--- src/rtl/hazard_unit_pkg.sv ---
// Shared types for the pipeline hazard unit: forwarding selects, wait-FSM states
// and the default register-address width.
package hazard_unit_pkg;

  localparam int REG_AW_DEF = 5;

  typedef enum logic [1:0] {
    FWD_RF = 2'b00,
    FWD_W  = 2'b01,
    FWD_M  = 2'b10
  } fwd_sel_e;

  typedef enum logic {
    RUN      = 1'b0,
    MEM_WAIT = 1'b1
  } hz_state_e;

endpackage

--- src/rtl/hazard_unit_if.sv ---
// Status/control bundle between the pipeline stages (master) and the hazard unit (slave).
interface hazard_unit_if #(
  parameter int DATA_WIDTH = 32,
  parameter int REG_AW     = 5
);

  logic [REG_AW-1:0]     Rs1D;
  logic [REG_AW-1:0]     Rs2D;
  logic [REG_AW-1:0]     Rs1E;
  logic [REG_AW-1:0]     Rs2E;
  logic [REG_AW-1:0]     RdE;
  logic [REG_AW-1:0]     RdM;
  logic [REG_AW-1:0]     RdW;
  logic                  ResultSrcE0;
  logic                  RegWriteM;
  logic                  RegWriteW;
  logic                  PCSrcE;
  logic                  MemBusyM;

  logic                  StallF;
  logic                  StallD;
  logic                  StallE;
  logic                  StallM;
  logic                  StallW;
  logic                  FlushD;
  logic                  FlushE;
  logic [1:0]            ForwardAE;
  logic [1:0]            ForwardBE;
  logic                  MemTimeout;
  logic [DATA_WIDTH-1:0] StallCycles;
  logic [DATA_WIDTH-1:0] RedirectCnt;

  modport master (
    output Rs1D, Rs2D, Rs1E, Rs2E, RdE, RdM, RdW,
    output ResultSrcE0, RegWriteM, RegWriteW, PCSrcE, MemBusyM,
    input  StallF, StallD, StallE, StallM, StallW, FlushD, FlushE,
    input  ForwardAE, ForwardBE, MemTimeout, StallCycles, RedirectCnt
  );

  modport slave (
    input  Rs1D, Rs2D, Rs1E, Rs2E, RdE, RdM, RdW,
    input  ResultSrcE0, RegWriteM, RegWriteW, PCSrcE, MemBusyM,
    output StallF, StallD, StallE, StallM, StallW, FlushD, FlushE,
    output ForwardAE, ForwardBE, MemTimeout, StallCycles, RedirectCnt
  );

endinterface

--- src/rtl/hz_sat_counter.sv ---
// Saturating up-counter with synchronous clear; holds at all-ones instead of wrapping.
module hz_sat_counter #(
  parameter int WIDTH = 32
) (
  input  logic             clk,
  input  logic             clear,
  input  logic             inc,
  output logic [WIDTH-1:0] count
);

  localparam logic [WIDTH-1:0] ALL_ONES = {WIDTH{1'b1}};
  localparam logic [WIDTH-1:0] ONE      = WIDTH'(1'b1);

  logic [WIDTH-1:0] count_r;

  // Count register: clear wins, then increment unless already saturated
  always_ff @(posedge clk) begin
    if (clear) begin
      count_r <= {WIDTH{1'b0}};
    end else if (inc && (count_r != ALL_ONES)) begin
      count_r <= count_r + ONE;
    end else begin
      count_r <= count_r;
    end
  end

  assign count = count_r;

endmodule

--- src/rtl/hazard_unit.sv ---
// Pipeline hazard unit: load-use stalls, redirect flushes, E-stage forwarding,
// data-memory freeze with wait-timeout FSM, and stall/redirect perf counters.
module hazard_unit
  import hazard_unit_pkg::*;
#(
  parameter int DATA_WIDTH = 32,
  parameter int REG_AW     = REG_AW_DEF,
  parameter int MAX_WAIT   = 16
) (
  input  logic         clk,
  input  logic         rst,
  hazard_unit_if.slave hz
);

  localparam int                WAIT_W   = $clog2(MAX_WAIT + 1);
  localparam logic [WAIT_W-1:0] WAIT_MAX = WAIT_W'(MAX_WAIT);
  localparam logic [WAIT_W-1:0] WAIT_ONE = WAIT_W'(1'b1);
  localparam logic [WAIT_W-1:0] WAIT_0   = {WAIT_W{1'b0}};
  localparam logic [REG_AW-1:0] X0       = {REG_AW{1'b0}};

  hz_state_e             state_r;
  hz_state_e             state_nxt_s;
  logic [WAIT_W-1:0]     wait_cnt_r;
  logic [WAIT_W-1:0]     wait_cnt_nxt_s;
  logic                  timeout_r;
  logic                  timeout_nxt_s;

  logic                  lw_stall_s;
  logic                  stall_fd_s;
  logic                  freeze_s;
  logic                  flush_d_s;
  logic                  flush_e_s;
  fwd_sel_e              fwd_a_s;
  fwd_sel_e              fwd_b_s;
  logic                  redirect_commit_s;
  logic [DATA_WIDTH-1:0] stall_cycles_s;
  logic [DATA_WIDTH-1:0] redirect_cnt_s;

  // M-stage result is newer than W-stage, so it wins; x0 is hardwired and never forwarded
  function automatic fwd_sel_e fwd_pick(
    input logic [REG_AW-1:0] rs,
    input logic [REG_AW-1:0] rd_m,
    input logic [REG_AW-1:0] rd_w,
    input logic              wr_m,
    input logic              wr_w
  );
    fwd_sel_e sel;
    sel = FWD_RF;
    if (wr_m && (rd_m != X0) && (rd_m == rs)) begin
      sel = FWD_M;
    end else if (wr_w && (rd_w != X0) && (rd_w == rs)) begin
      sel = FWD_W;
    end else begin
      sel = FWD_RF;
    end
    return sel;
  endfunction

  // Load in E whose destination feeds the instruction in D
  always_comb begin
    lw_stall_s = 1'b0;
    if (hz.ResultSrcE0 && (hz.RdE != X0) &&
        ((hz.RdE == hz.Rs1D) || (hz.RdE == hz.Rs2D))) begin
      lw_stall_s = 1'b1;
    end else begin
      lw_stall_s = 1'b0;
    end
  end

  // Stall/flush decode; a memory freeze holds every stage and masks the load-use bubble
  always_comb begin
    stall_fd_s = 1'b0;
    flush_e_s  = 1'b0;
    freeze_s   = hz.MemBusyM;
    flush_d_s  = hz.PCSrcE;
    if (hz.MemBusyM) begin
      stall_fd_s = 1'b1;
      flush_e_s  = 1'b0;
    end else begin
      stall_fd_s = lw_stall_s;
      flush_e_s  = hz.PCSrcE | lw_stall_s;
    end
  end

  // Operand forwarding selects for both E-stage sources
  always_comb begin
    fwd_a_s = fwd_pick(hz.Rs1E, hz.RdM, hz.RdW, hz.RegWriteM, hz.RegWriteW);
    fwd_b_s = fwd_pick(hz.Rs2E, hz.RdM, hz.RdW, hz.RegWriteM, hz.RegWriteW);
  end

  // Wait FSM next state; the entry cycle is the first counted busy cycle
  always_comb begin
    state_nxt_s    = state_r;
    wait_cnt_nxt_s = wait_cnt_r;
    timeout_nxt_s  = timeout_r;
    case (state_r)
      RUN: begin
        if (hz.MemBusyM) begin
          state_nxt_s    = MEM_WAIT;
          wait_cnt_nxt_s = WAIT_ONE;
        end else begin
          state_nxt_s    = RUN;
          wait_cnt_nxt_s = WAIT_0;
        end
      end
      MEM_WAIT: begin
        if (!hz.MemBusyM) begin
          state_nxt_s    = RUN;
          wait_cnt_nxt_s = WAIT_0;
        end else if (wait_cnt_r != WAIT_MAX) begin
          state_nxt_s    = MEM_WAIT;
          wait_cnt_nxt_s = wait_cnt_r + WAIT_ONE;
        end else begin
          state_nxt_s    = MEM_WAIT;
          wait_cnt_nxt_s = wait_cnt_r;
        end
      end
      default: begin
        state_nxt_s    = RUN;
        wait_cnt_nxt_s = WAIT_0;
      end
    endcase
    if (hz.MemBusyM && (wait_cnt_nxt_s == WAIT_MAX)) begin
      timeout_nxt_s = 1'b1;
    end else begin
      timeout_nxt_s = timeout_r;
    end
  end

  // FSM, wait counter and sticky timeout registers
  always_ff @(posedge clk) begin
    if (rst) begin
      state_r    <= RUN;
      wait_cnt_r <= WAIT_0;
      timeout_r  <= 1'b0;
    end else begin
      state_r    <= state_nxt_s;
      wait_cnt_r <= wait_cnt_nxt_s;
      timeout_r  <= timeout_nxt_s;
    end
  end

  // A redirect held through a freeze commits only on the release cycle
  assign redirect_commit_s = hz.PCSrcE & ~hz.MemBusyM;

  hz_sat_counter #(.WIDTH(DATA_WIDTH)) u_stall_cnt (
    .clk   (clk),
    .clear (rst),
    .inc   (stall_fd_s),
    .count (stall_cycles_s)
  );

  hz_sat_counter #(.WIDTH(DATA_WIDTH)) u_redirect_cnt (
    .clk   (clk),
    .clear (rst),
    .inc   (redirect_commit_s),
    .count (redirect_cnt_s)
  );

  assign hz.StallF      = stall_fd_s;
  assign hz.StallD      = stall_fd_s;
  assign hz.StallE      = freeze_s;
  assign hz.StallM      = freeze_s;
  assign hz.StallW      = freeze_s;
  assign hz.FlushD      = flush_d_s;
  assign hz.FlushE      = flush_e_s;
  assign hz.ForwardAE   = fwd_a_s;
  assign hz.ForwardBE   = fwd_b_s;
  assign hz.MemTimeout  = timeout_r;
  assign hz.StallCycles = stall_cycles_s;
  assign hz.RedirectCnt = redirect_cnt_s;

endmodule

--- src/flat_wrapper.sv ---
// flat-port wrapper written by rule: the top's interface ports become plain ports
module hazard_unit_flat import hazard_unit_pkg::*;
#(
  parameter int DATA_WIDTH = 32,
  parameter int REG_AW     = REG_AW_DEF,
  parameter int MAX_WAIT   = 16
)
  (clk, rst, hz_Rs1D, hz_Rs2D, hz_Rs1E, hz_Rs2E, hz_RdE, hz_RdM, hz_RdW, hz_ResultSrcE0, hz_RegWriteM, hz_RegWriteW, hz_PCSrcE, hz_MemBusyM, hz_StallF, hz_StallD, hz_StallE, hz_StallM, hz_StallW, hz_FlushD, hz_FlushE, hz_ForwardAE, hz_ForwardBE, hz_MemTimeout, hz_StallCycles, hz_RedirectCnt);
  hazard_unit_if #(.DATA_WIDTH(DATA_WIDTH), .REG_AW(REG_AW)) hz_i ();
  input  logic clk;
  input  logic rst;
  input wire logic [$bits(hz_i.Rs1D)-1:0] hz_Rs1D;
  input wire logic [$bits(hz_i.Rs2D)-1:0] hz_Rs2D;
  input wire logic [$bits(hz_i.Rs1E)-1:0] hz_Rs1E;
  input wire logic [$bits(hz_i.Rs2E)-1:0] hz_Rs2E;
  input wire logic [$bits(hz_i.RdE)-1:0] hz_RdE;
  input wire logic [$bits(hz_i.RdM)-1:0] hz_RdM;
  input wire logic [$bits(hz_i.RdW)-1:0] hz_RdW;
  input wire logic [$bits(hz_i.ResultSrcE0)-1:0] hz_ResultSrcE0;
  input wire logic [$bits(hz_i.RegWriteM)-1:0] hz_RegWriteM;
  input wire logic [$bits(hz_i.RegWriteW)-1:0] hz_RegWriteW;
  input wire logic [$bits(hz_i.PCSrcE)-1:0] hz_PCSrcE;
  input wire logic [$bits(hz_i.MemBusyM)-1:0] hz_MemBusyM;
  output wire logic [$bits(hz_i.StallF)-1:0] hz_StallF;
  output wire logic [$bits(hz_i.StallD)-1:0] hz_StallD;
  output wire logic [$bits(hz_i.StallE)-1:0] hz_StallE;
  output wire logic [$bits(hz_i.StallM)-1:0] hz_StallM;
  output wire logic [$bits(hz_i.StallW)-1:0] hz_StallW;
  output wire logic [$bits(hz_i.FlushD)-1:0] hz_FlushD;
  output wire logic [$bits(hz_i.FlushE)-1:0] hz_FlushE;
  output wire logic [$bits(hz_i.ForwardAE)-1:0] hz_ForwardAE;
  output wire logic [$bits(hz_i.ForwardBE)-1:0] hz_ForwardBE;
  output wire logic [$bits(hz_i.MemTimeout)-1:0] hz_MemTimeout;
  output wire logic [$bits(hz_i.StallCycles)-1:0] hz_StallCycles;
  output wire logic [$bits(hz_i.RedirectCnt)-1:0] hz_RedirectCnt;
  assign hz_i.Rs1D = hz_Rs1D;
  assign hz_i.Rs2D = hz_Rs2D;
  assign hz_i.Rs1E = hz_Rs1E;
  assign hz_i.Rs2E = hz_Rs2E;
  assign hz_i.RdE = hz_RdE;
  assign hz_i.RdM = hz_RdM;
  assign hz_i.RdW = hz_RdW;
  assign hz_i.ResultSrcE0 = hz_ResultSrcE0;
  assign hz_i.RegWriteM = hz_RegWriteM;
  assign hz_i.RegWriteW = hz_RegWriteW;
  assign hz_i.PCSrcE = hz_PCSrcE;
  assign hz_i.MemBusyM = hz_MemBusyM;
  assign hz_StallF = hz_i.StallF;
  assign hz_StallD = hz_i.StallD;
  assign hz_StallE = hz_i.StallE;
  assign hz_StallM = hz_i.StallM;
  assign hz_StallW = hz_i.StallW;
  assign hz_FlushD = hz_i.FlushD;
  assign hz_FlushE = hz_i.FlushE;
  assign hz_ForwardAE = hz_i.ForwardAE;
  assign hz_ForwardBE = hz_i.ForwardBE;
  assign hz_MemTimeout = hz_i.MemTimeout;
  assign hz_StallCycles = hz_i.StallCycles;
  assign hz_RedirectCnt = hz_i.RedirectCnt;
  hazard_unit #(.DATA_WIDTH(DATA_WIDTH), .REG_AW(REG_AW), .MAX_WAIT(MAX_WAIT)) u_core (.clk(clk), .rst(rst), .hz(hz_i));
endmodule
--- config.mk ---
export PLATFORM = sky130hd
export DESIGN_NAME = hazard_unit_flat
export DESIGN_NICKNAME = d
export VERILOG_FILES = /design/src/rtl/hazard_unit_pkg.sv /design/src/rtl/hazard_unit_if.sv /design/src/rtl/hz_sat_counter.sv /design/src/rtl/hazard_unit.sv /design/src/flat_wrapper.sv
export SDC_FILE = /design/constraint.sdc
export NUM_CORES = 1
export LEC_CHECK = 0
export ABC_CLOCK_PERIOD_IN_PS = 3450
export CAP_MARGIN = 20
export CORE_MARGIN = 1
export CORE_UTILIZATION = 29
export CTS_CLUSTER_SIZE = 12
export DETAILED_ROUTE_END_ITERATION = 10
export PLACE_DENSITY = 0.57
export SLEW_MARGIN = 30
export SYNTH_ARGS = -nofsm -noshare
export SYNTH_HDL_FRONTEND = slang
export SYNTH_SLANG_ARGS = --single-unit
--- constraint.sdc ---
create_clock -name clk -period 3.45 [get_ports clk]
set_input_delay 0.5175 -clock clk [delete_from_list [all_inputs] [get_ports clk]]
set_output_delay 0.5175 -clock clk [all_outputs]
set_load 0.05 [all_outputs]
# Word-level counts from Yosys, hierarchy flattened
# Cells that the tools add are included.
dict set report totals {
  register_bits 71
  in_bits 42
  wordCells 49
}
dict set report op_classes {
  n_addsub 3
  n_eq_ne 10
  mux 12
  bitwise 4
  n_reduce_logical 15
}
# operator n
set ops {}
lappend ops {{$add A32 B1 Y32 const B} 2}
lappend ops {{$ne A32 B32 Y1 const B} 2}
lappend ops {{$eq A5 B5 Y1} 6}
lappend ops {{$reduce_bool A5 Y1} 3}
lappend ops {{$logic_and A1 B1 Y1} 11}
lappend ops {{$mux W5} 2}
lappend ops {{$pmux W5 S2} 1}
lappend ops {{$mux W1} 7}
lappend ops {{$add A5 B1 Y5 const B} 1}
lappend ops {{$eq A5 B5 Y1 const B} 1}
lappend ops {{$ne A5 B5 Y1 const B} 1}
lappend ops {{$mux W2} 2}
lappend ops {{$not A1 Y1} 2}
lappend ops {{$and A1 B1 Y1} 1}
lappend ops {{$logic_or A1 B1 Y1} 1}
lappend ops {{$or A1 B1 Y1} 1}

# Logic depth before layout (Yosys ltp)
# Gate-level depths: netlist of the first run.
dict set report logic_depth {
  ltp_word 6
  ltp_mapped 9
  ltp_nobuf 8
}

# Modules after synthesis
# Synthesis of the first run repeated with hierarchy kept, for this count alone.
dict set report hier_totals {
  cells_unflattened 493
  hier_area_um2 4132.7
}
# module instances cells_per_inst area_each_um2
set by_module_without_submodules {}
lappend by_module_without_submodules {hz_sat_counter 2 199 1674.1}
lappend by_module_without_submodules {hazard_unit 1 95 784.5}

# Worst setup path before layout of the first run
# OpenSTA, ideal clock, no wires.
dict set report synth_timing {
  kind {input-to-output}
  from {in hz_RdM[0]}
  to {out hz_ForwardAE[0]}
  arrival_ps 3095
  slack_ps -162
  path_stages 4
  path_buffers 0
  cell_sequence {or4_1 o21ai_0 nor4_1 nor4_1}
}
dict set report synth_via {
  elab_chain_len 4
}
# element line
set synth_rtl {}
lappend synth_rtl {{start: declaration} flat_wrapper.sv:17} ;# input wire logic [$bits(hz_i.RdM)-1:0] hz_RdM;
lappend synth_rtl {{$reduce_bool A5 Y1} hazard_unit.sv:49} ;# if (wr_m && (rd_m != X0) && (rd_m == rs)) begin
lappend synth_rtl {{$logic_and A1 B1 Y1} hazard_unit.sv:49}
lappend synth_rtl {{$logic_and A1 B1 Y1 *} hazard_unit.sv:49}
lappend synth_rtl {{$mux W2 *} hazard_unit.sv:49}
lappend synth_rtl {{end: declaration} flat_wrapper.sv:31} ;# output wire logic [$bits(hz_i.ForwardAE)-1:0] hz_ForwardAE;
# Mark *: on every way between the ends. The rest lies on a longest branch, timed or not.

# Final worst setup path of the first run
dict set report layout_timing {
  from {in hz_RdM[0]}
  to {out hz_ForwardBE[1]}
}
dict set report layout_via {
  elab_chain_len 4
}
# element line
set layout_rtl {}
lappend layout_rtl {{$reduce_bool A5 Y1} hazard_unit.sv:49}
lappend layout_rtl {{$logic_and A1 B1 Y1} hazard_unit.sv:49}
lappend layout_rtl {{$logic_and A1 B1 Y1 *} hazard_unit.sv:49}
lappend layout_rtl {{$mux W2 *} hazard_unit.sv:49}
lappend layout_rtl {{end: declaration} flat_wrapper.sv:32} ;# output wire logic [$bits(hz_i.ForwardBE)-1:0] hz_ForwardBE;
# Marked as above.

==> metrics.csv, run 1 <==
stage,metric,value,unit
run_status,outcome,finished clean,
die,num ports,118,
detailed_routing,DR vias,3650,
detailed_routing,drt first-iter violations,142,
yosys,Synth Net Count,508,
clocking,post-CTS sizing,0,
global_routing,vias in the first global route,3386,
yosys,Post-synth top flop,dfxtp_1,
die,# rows,41,
timing,endpoints failing setup,0,
timing,crit path time final,3.23,ns
detailed_routing,Routed WL,10200,um
clocking,# hold bufs at CTS,0,
timing,unrepaired setup endpoints after global routing,no,
clocking,clock buffer depth,2,
clocking,CTS root buffer,clkbuf_16,
timing,Tcrit/Tclk final,93.7,%
timing,Final Slew Violations,0,
power_and_ir_drop,Design Power,1.90,mW
detailed_routing,Residual DRC,0,
power_and_ir_drop,leakage power,1.76,nW
setup_path,worst reg-to-reg setup slack,0.94,ns
yosys,post-synth top area share,37.0,%
die,Core ar.,12800,sq um
die,die area,13700,sq um
timing,achievable frequency,0.309,GHz
power_and_ir_drop,combinational share of power,10.8,%
yosys,largest family of logic cells by synthesized area,simple AND/OR/NAND/NOR gates,
clocking,clk_lat worst skew,0.33,ns
yosys,xor/xnor share of the synthesized area,19.2,%
flow_run,Max Cap Viol,0,
power_and_ir_drop,P per Cell Area,349,nW/um^2
layout,"most common cell after layout, fill and taps aside",clkdlybuf4s50_1,
timing,worst hold slack,0.498,ns
yosys,Synth Area in Adders,1.30,%
clocking,total CTS buffers,9,
clocking,"CTS clk-pin slew, worst paths",0.06,ns
detailed_routing,DRT Pass-1 Iters,4,
yosys,Synth Area in Compound Gates,6.65,%
setup_path,Worst Path Max Fanout,3,
hold_path,HP Class,flip-flop to flip-flop,
timing,skew final,0.00637,ns
power_and_ir_drop,switching part of the total,25.1,%
power_and_ir_drop,Clock power frac,45.3,%
yosys,largest area contributor in the netlist,dfxtp_1,
clocking,H-Tree Depth,3,
yosys,simple-gate share of the synthesized area,31.0,%
setup_path,Critical Path Most Common Cell,clkdlybuf4s50_1,
setup_path,slowest CP cell,clkdlybuf4s50_1,
power_and_ir_drop,Seq pwr share,43.8,%
die,Starting Density,30.1,%
yosys,warnings from Yosys,0,
power_and_ir_drop,sw power,0.478,mW
global_routing,global-route wire length before repair,16200,um
global_routing,pin count of the biggest net entering global routing,42,
timing,Hold Fails Final Rpt,0,
clocking,Post-CTS Setup Bufs,0,
placement,gpl congestion,0.841,
timing,worst slew pin tran,0.774,ns
yosys,"EDFF count, synth",0,
global_routing,gr usage total,15.1,%
timing,Sum Neg Setup Slack,0,ns
power_and_ir_drop,cell-internal power,1.42,mW
setup_path,CP Cell Sequence,clkdlybuf4s50_1 > or4_1 > o21ai_0 > nor4_2 > clkdlybuf4s50_1,
die,die width,117,um
yosys,Synth cell types,51,
clocking,CTS tree,built,
yosys,#FFs+latches synth,71,
layout,# diodes,0,
yosys,fraction of registers with async set or reset after synthesis,0,%
global_routing,initial antenna violation count,0,
setup_path,CP Data Arrival Time,2.71,ns
yosys,Syn Inst Count,462,
setup_path,Worst Setup Start Kind,input pin,
layout,final net count,619,
placement,Post-DP HPWL,7600,um
layout,"commonest cells after routing, fill and taps aside","clkdlybuf4s50_1, nor2_1, dfxtp_1",
global_routing,grt total ovfl,0,
power_and_ir_drop,Max VDD drop,0.184,mV
yosys,post-synthesis area per instance,8.31,sq um
yosys,Area contributors post-synth,"dfxtp_1, xnor2_1, xor2_1, nor2_1, nand3_1",
layout,synthesis-to-finish area growth,41.9,%
yosys,Netlist Area Pre-Place,3840,sq um
die,die height,117,um
setup_path,critical path class,input pin to output pin,
timing,Worst slew margin,47.9,%
layout,share of layout cells above drive strength 1,7.61,%
yosys,multiplexer share of the synthesized area,1.08,%
detailed_routing,wire per inst,13.6,um
clocking,clock sinks,71,
setup_path,CP required,2.93,ns
detailed_routing,antenna-violating nets left,0,
detailed_routing,routed vias/inst,4.87,
setup_path,max incr delay on CP,0.72,ns
yosys,sequential area share after synthesis,37.0,%
setup_path,endpoint type of the worst setup path,output pin,
placement,number of I/O port buffers,117,
## worst max-delay path: cells and delay by family
| family | cells | cell delay [ns] |
|---|---|---|
| AND/OR/NAND/NOR | 2 | 0.66 |
| AO/OA/AOI/OAI | 1 | 0.34 |
| buffers and inverters | 2 | 1.20 |
## synthesized netlist by cell type (2+ instances only)
cell	instances
a21oi_1	15
a22oi_1	2
and2_1	2
and3_1	10
and3_2	2
and4_1	3
buf_4	5
buf_6	2
clkbuf_1	11
dfxtp_1	71
ha_1	4
inv_1	11
mux2i_1	3
nand2_1	30
nand3_1	32
nand3_2	2
nand4_1	16
nor2_1	72
nor2b_1	2
nor3_1	12
nor3_2	3
nor4_1	15
o21ai_0	13
or3_1	9
or4_1	7
xnor2_1	47
xor2_1	37
## power groups by stage
stage | registers (mW) | logic (mW) | clock network (mW)
global placement | 0.852 | 0.205 | 0
floorplan | 0.866 | 0.100 | 0
detailed placement | 0.852 | 0.207 | 0
CTS | 0.834 | 0.209 | 0.893
global route | 0.835 | 0.222 | 0.926
finish | 0.834 | 0.206 | 0.862
## sequential cells by signal, summed over array words and instances, names as in the netlist
| signal | flops |
|---|---|
| u_core.u_stall_cnt.count | 32 |
| u_core.state_r | 1 |
| u_core.wait_cnt_r | 5 |
| u_core.hz.MemTimeout | 1 |
| u_core.u_redirect_cnt.count | 32 |
## worst paths after layout
check | endpoint | startpoint | cells after the start
worst max-delay path | hz_ForwardBE[1] | hz_RdM[0] | 5
worst min-delay path | u_core.wait_cnt_r[4] | u_core.state_r | 2
worst max register to register | u_core.u_stall_cnt.count[3] | u_core.u_stall_cnt.count[0] | 8
worst min register to register | u_core.wait_cnt_r[4] | u_core.state_r | 2
## stage by stage
| step | instances | setup slack, ns | cell area [sq um] | util (%) |
|---|---|---|---|---|
| floorplan | 462 | 0.513 | 3860 | - |
| global placement | 734 | 0.271 | 5160 | 40.4 |
| detailed placement | 734 | 0.242 | 5160 | 40.4 |
| CTS | 750 | 0.222 | 5440 | 42.6 |
| global route | 750 | 0.0967 | 5450 | 42.6 |
| finish | 750 | 0.219 | 5450 | 42.6 |
## cells by family (layout without fill, tap and decap cells)
group / after synthesis / in the layout
AO/OA/AOI/OAI: 41 / 41
XOR/XNOR: 84 / 84
adder cells (fa/ha/maj): 4 / 4
buffers and inverters: 30 / 146
flip-flops: 71 / 71
multiplexers: 4 / 4
AND/OR/NAND/NOR: 228 / 228
## layer usage
metal | part of all wire (%) | GRT usage [%] | wire, um | vias up
li1 | - | - | - | 1826
met1 | 47 | 19.5 | 4770 | 1705
met2 | 46 | 24.8 | 4710 | 110
met3 | 5.3 | 3.14 | 542 | 9
met4 | 1.6 | 5.99 | 163 | 0
met5 | 0 | 0 | 0 | -
## cell type report
| cell class | instances | area (sq um) |
|---|---|---|
| fill | 1297 | 7330 |
| inverter | 12 | 45.0 |
| sequential | 71 | 1420 |
| multi-input combinational | 361 | 2300 |
| clock buffer | 11 | 243 |
| clock inverter | 5 | 33.8 |
| timing repair buffer | 118 | 1190 |
| tap | 172 | 215 |
No activity file was read; power rests on OpenSTA's default activity.
==> run 2, diff against run 1 <==
--- a/config.mk
+++ b/config.mk
@@ -6,8 +6,8 @@
 export NUM_CORES = 1
 export LEC_CHECK = 0
 export ABC_CLOCK_PERIOD_IN_PS = 3450
-export CAP_MARGIN = 20
-export CORE_MARGIN = 1
+export CAP_MARGIN = 25
+export CORE_MARGIN = 4
 export CORE_UTILIZATION = 29
 export CTS_CLUSTER_SIZE = 12
 export DETAILED_ROUTE_END_ITERATION = 10
==> run 2 against run 1 <==
Net effect:
- non-clock buffer count unchanged
- sequential power about the same
- fmax increased by 1.3%
- flip-flop and latch count unchanged
- utilization increased by 0.19 points
- clock-buffer cell count decreased by 1
- power increased by 4.1%
- register-to-register slack improved by 0.04 ns
- wire length increased by 3.4%
- cell area increased by 0.44%
==> metrics.csv, run 2 (synthesis results as in run 1) <==
stage,metric,value,unit
timing,crit path time final,3.19,ns
detailed_routing,antenna-violating nets left,0,
clocking,total CTS buffers,9,
layout,"most common cell after layout, fill and taps aside",clkdlybuf4s50_1,
power_and_ir_drop,Max VDD drop,0.213,mV
setup_path,Worst Path Max Fanout,3,
timing,Final Slew Violations,0,
clocking,Post-CTS Setup Bufs,0,
clocking,post-CTS sizing,0,
timing,worst slew pin tran,0.697,ns
die,die width,123,um
die,die height,123,um
power_and_ir_drop,leakage power,1.76,nW
die,die area,15100,sq um
global_routing,gr usage total,14.2,%
die,Core ar.,12800,sq um
setup_path,Worst R2R End,u_core.u_stall_cnt.count[20],
global_routing,pin count of the biggest net entering global routing,39,
detailed_routing,Routed WL,10500,um
placement,gpl congestion,0.823,
die,num ports,118,
hold_path,Worst Hold Endpoint,u_core.hz.MemTimeout,
detailed_routing,drt first-iter violations,161,
timing,skew final,0.00885,ns
hold_path,worst hold stages,2,
detailed_routing,wire per inst,14.1,um
clocking,CTS tree,built,
flow_run,Max Cap Viol,0,
detailed_routing,Residual DRC,0,
setup_path,worst reg-to-reg setup slack,0.98,ns
clocking,# hold bufs at CTS,0,
timing,Hold Fails Final Rpt,0,
clocking,H-Tree Depth,3,
setup_path,RR Startpoint,u_core.u_stall_cnt.count[0],
detailed_routing,DR vias,3632,
layout,fin area,5470,sq um
setup_path,r2r worst-path depth,7,
clocking,clk_lat worst skew,0.34,ns
timing,Worst slew margin,53.4,%
power_and_ir_drop,P per Cell Area,362,nW/um^2
clocking,CTS root buffer,clkbuf_16,
global_routing,grt total ovfl,0,
placement,number of I/O port buffers,117,
hold_path,HP Class,flip-flop to flip-flop,
layout,# diodes,0,
clocking,clock sinks,71,
run_status,outcome,finished clean,
setup_path,CP required,2.93,ns
setup_path,CP Data Arrival Time,2.67,ns
setup_path,critical path class,input pin to output pin,
setup_path,Worst Setup Start Kind,input pin,
die,# rows,41,
timing,achievable frequency,0.313,GHz
timing,Sum Neg Setup Slack,0,ns
placement,total placed instance area,5160,sq um
timing,endpoints failing setup,0,
die,Starting Density,30.1,%
global_routing,vias in the first global route,3463,
clocking,clock buffer depth,2,
timing,unrepaired setup endpoints after global routing,no,
timing,Tcrit/Tclk final,92.5,%
clocking,"CTS clk-pin slew, worst paths",0.05,ns
detailed_routing,DRT Pass-1 Iters,6,
hold_path,worst hold path startpoint,u_core.hz.MemTimeout,
global_routing,initial antenna violation count,0,
layout,final net count,619,
layout,share of layout cells above drive strength 1,7.61,%
layout,# fillers,1228,
placement,Post-DP HPWL,7880,um
layout,synthesis-to-finish area growth,42.5,%
layout,"commonest cells after routing, fill and taps aside","clkdlybuf4s50_1, nor2_1, dfxtp_1",
global_routing,global-route wire length before repair,17000,um
setup_path,endpoint type of the worst setup path,output pin,
detailed_routing,routed vias/inst,4.84,
[run 2: cell types whose count changed in the layout (fill, tap and decap cells not counted), sizes merged]
cell and delta:
bufinv +1, clkbuf -1
[run 2: critical path, stage by stage]
cell,delay [ns]
clkdlybuf4s50_1,0.47
or4_1,0.53
o21ai_0,0.31
nor4_2,0.11
clkdlybuf4s50_1,0.72
[run 2: area by class of cell]
class / count / area [sq um] / area share, %
multi-input combinational: 361 / 2300 / 42.1
sequential: 71 / 1420 / 26.0
timing repair buffer: 118 / 1190 / 21.7
clock buffer: 10 / 229 / 4.18
tap: 172 / 215 / 3.93
clock inverter: 6 / 71.3 / 1.30
inverter: 12 / 45.0 / 0.823
[run 2: worst max path at each step]
| stage | start | endpoint | cells past startpoint |
|---|---|---|---|
| final | hz_RdM[0] | hz_ForwardAE[1] | 5 |
| after global routing | hz_RdM[0] | hz_ForwardAE[1] | 5 |
| after CTS | hz_RdM[0] | hz_ForwardAE[1] | 5 |
| after detailed placement | hz_RdM[0] | hz_ForwardAE[1] | 5 |
| after global placement | hz_RdM[0] | hz_ForwardAE[1] | 5 |
| after floorplan | hz_RdM[0] | hz_ForwardAE[0] | 4 |
[run 2: stage by stage]
step	std cells	util (%)	setup slack [ns]	power (mW)	hold WS, ns
after floorplan	462	-	0.513	0.966	0.448
after global placement	734	40.4	0.251	1.06	0.470
after detailed placement	734	40.4	0.260	1.06	0.472
after CTS	750	42.8	0.243	2.01	0.484
after global routing	750	42.8	0.118	2.05	0.504
final	750	42.8	0.259	1.98	0.480
[run 2: power by group]
part / internal [mW] / total (mW) / switching (mW) / leakage, nW
registers: 0.826 / 0.834 / 0.00841 / 0.573
logic: 0.0937 / 0.206 / 0.112 / 1.05
clock network: 0.563 / 0.940 / 0.377 / 0.139
total: 1.48 / 1.98 / 0.497 / 1.76
[run 2: metal layers]
| layer | share of wire (%) | vias to the layer above | global-route usage (%) |
|---|---|---|---|
| met4 | 2.7 | 0 | 7.40 |
| li1 | - | 1832 | - |
| met5 | 0 | - | 0 |
| met3 | 6.8 | 19 | 3.11 |
| met2 | 45 | 106 | 22.5 |
| met1 | 45 | 1675 | 18.1 |
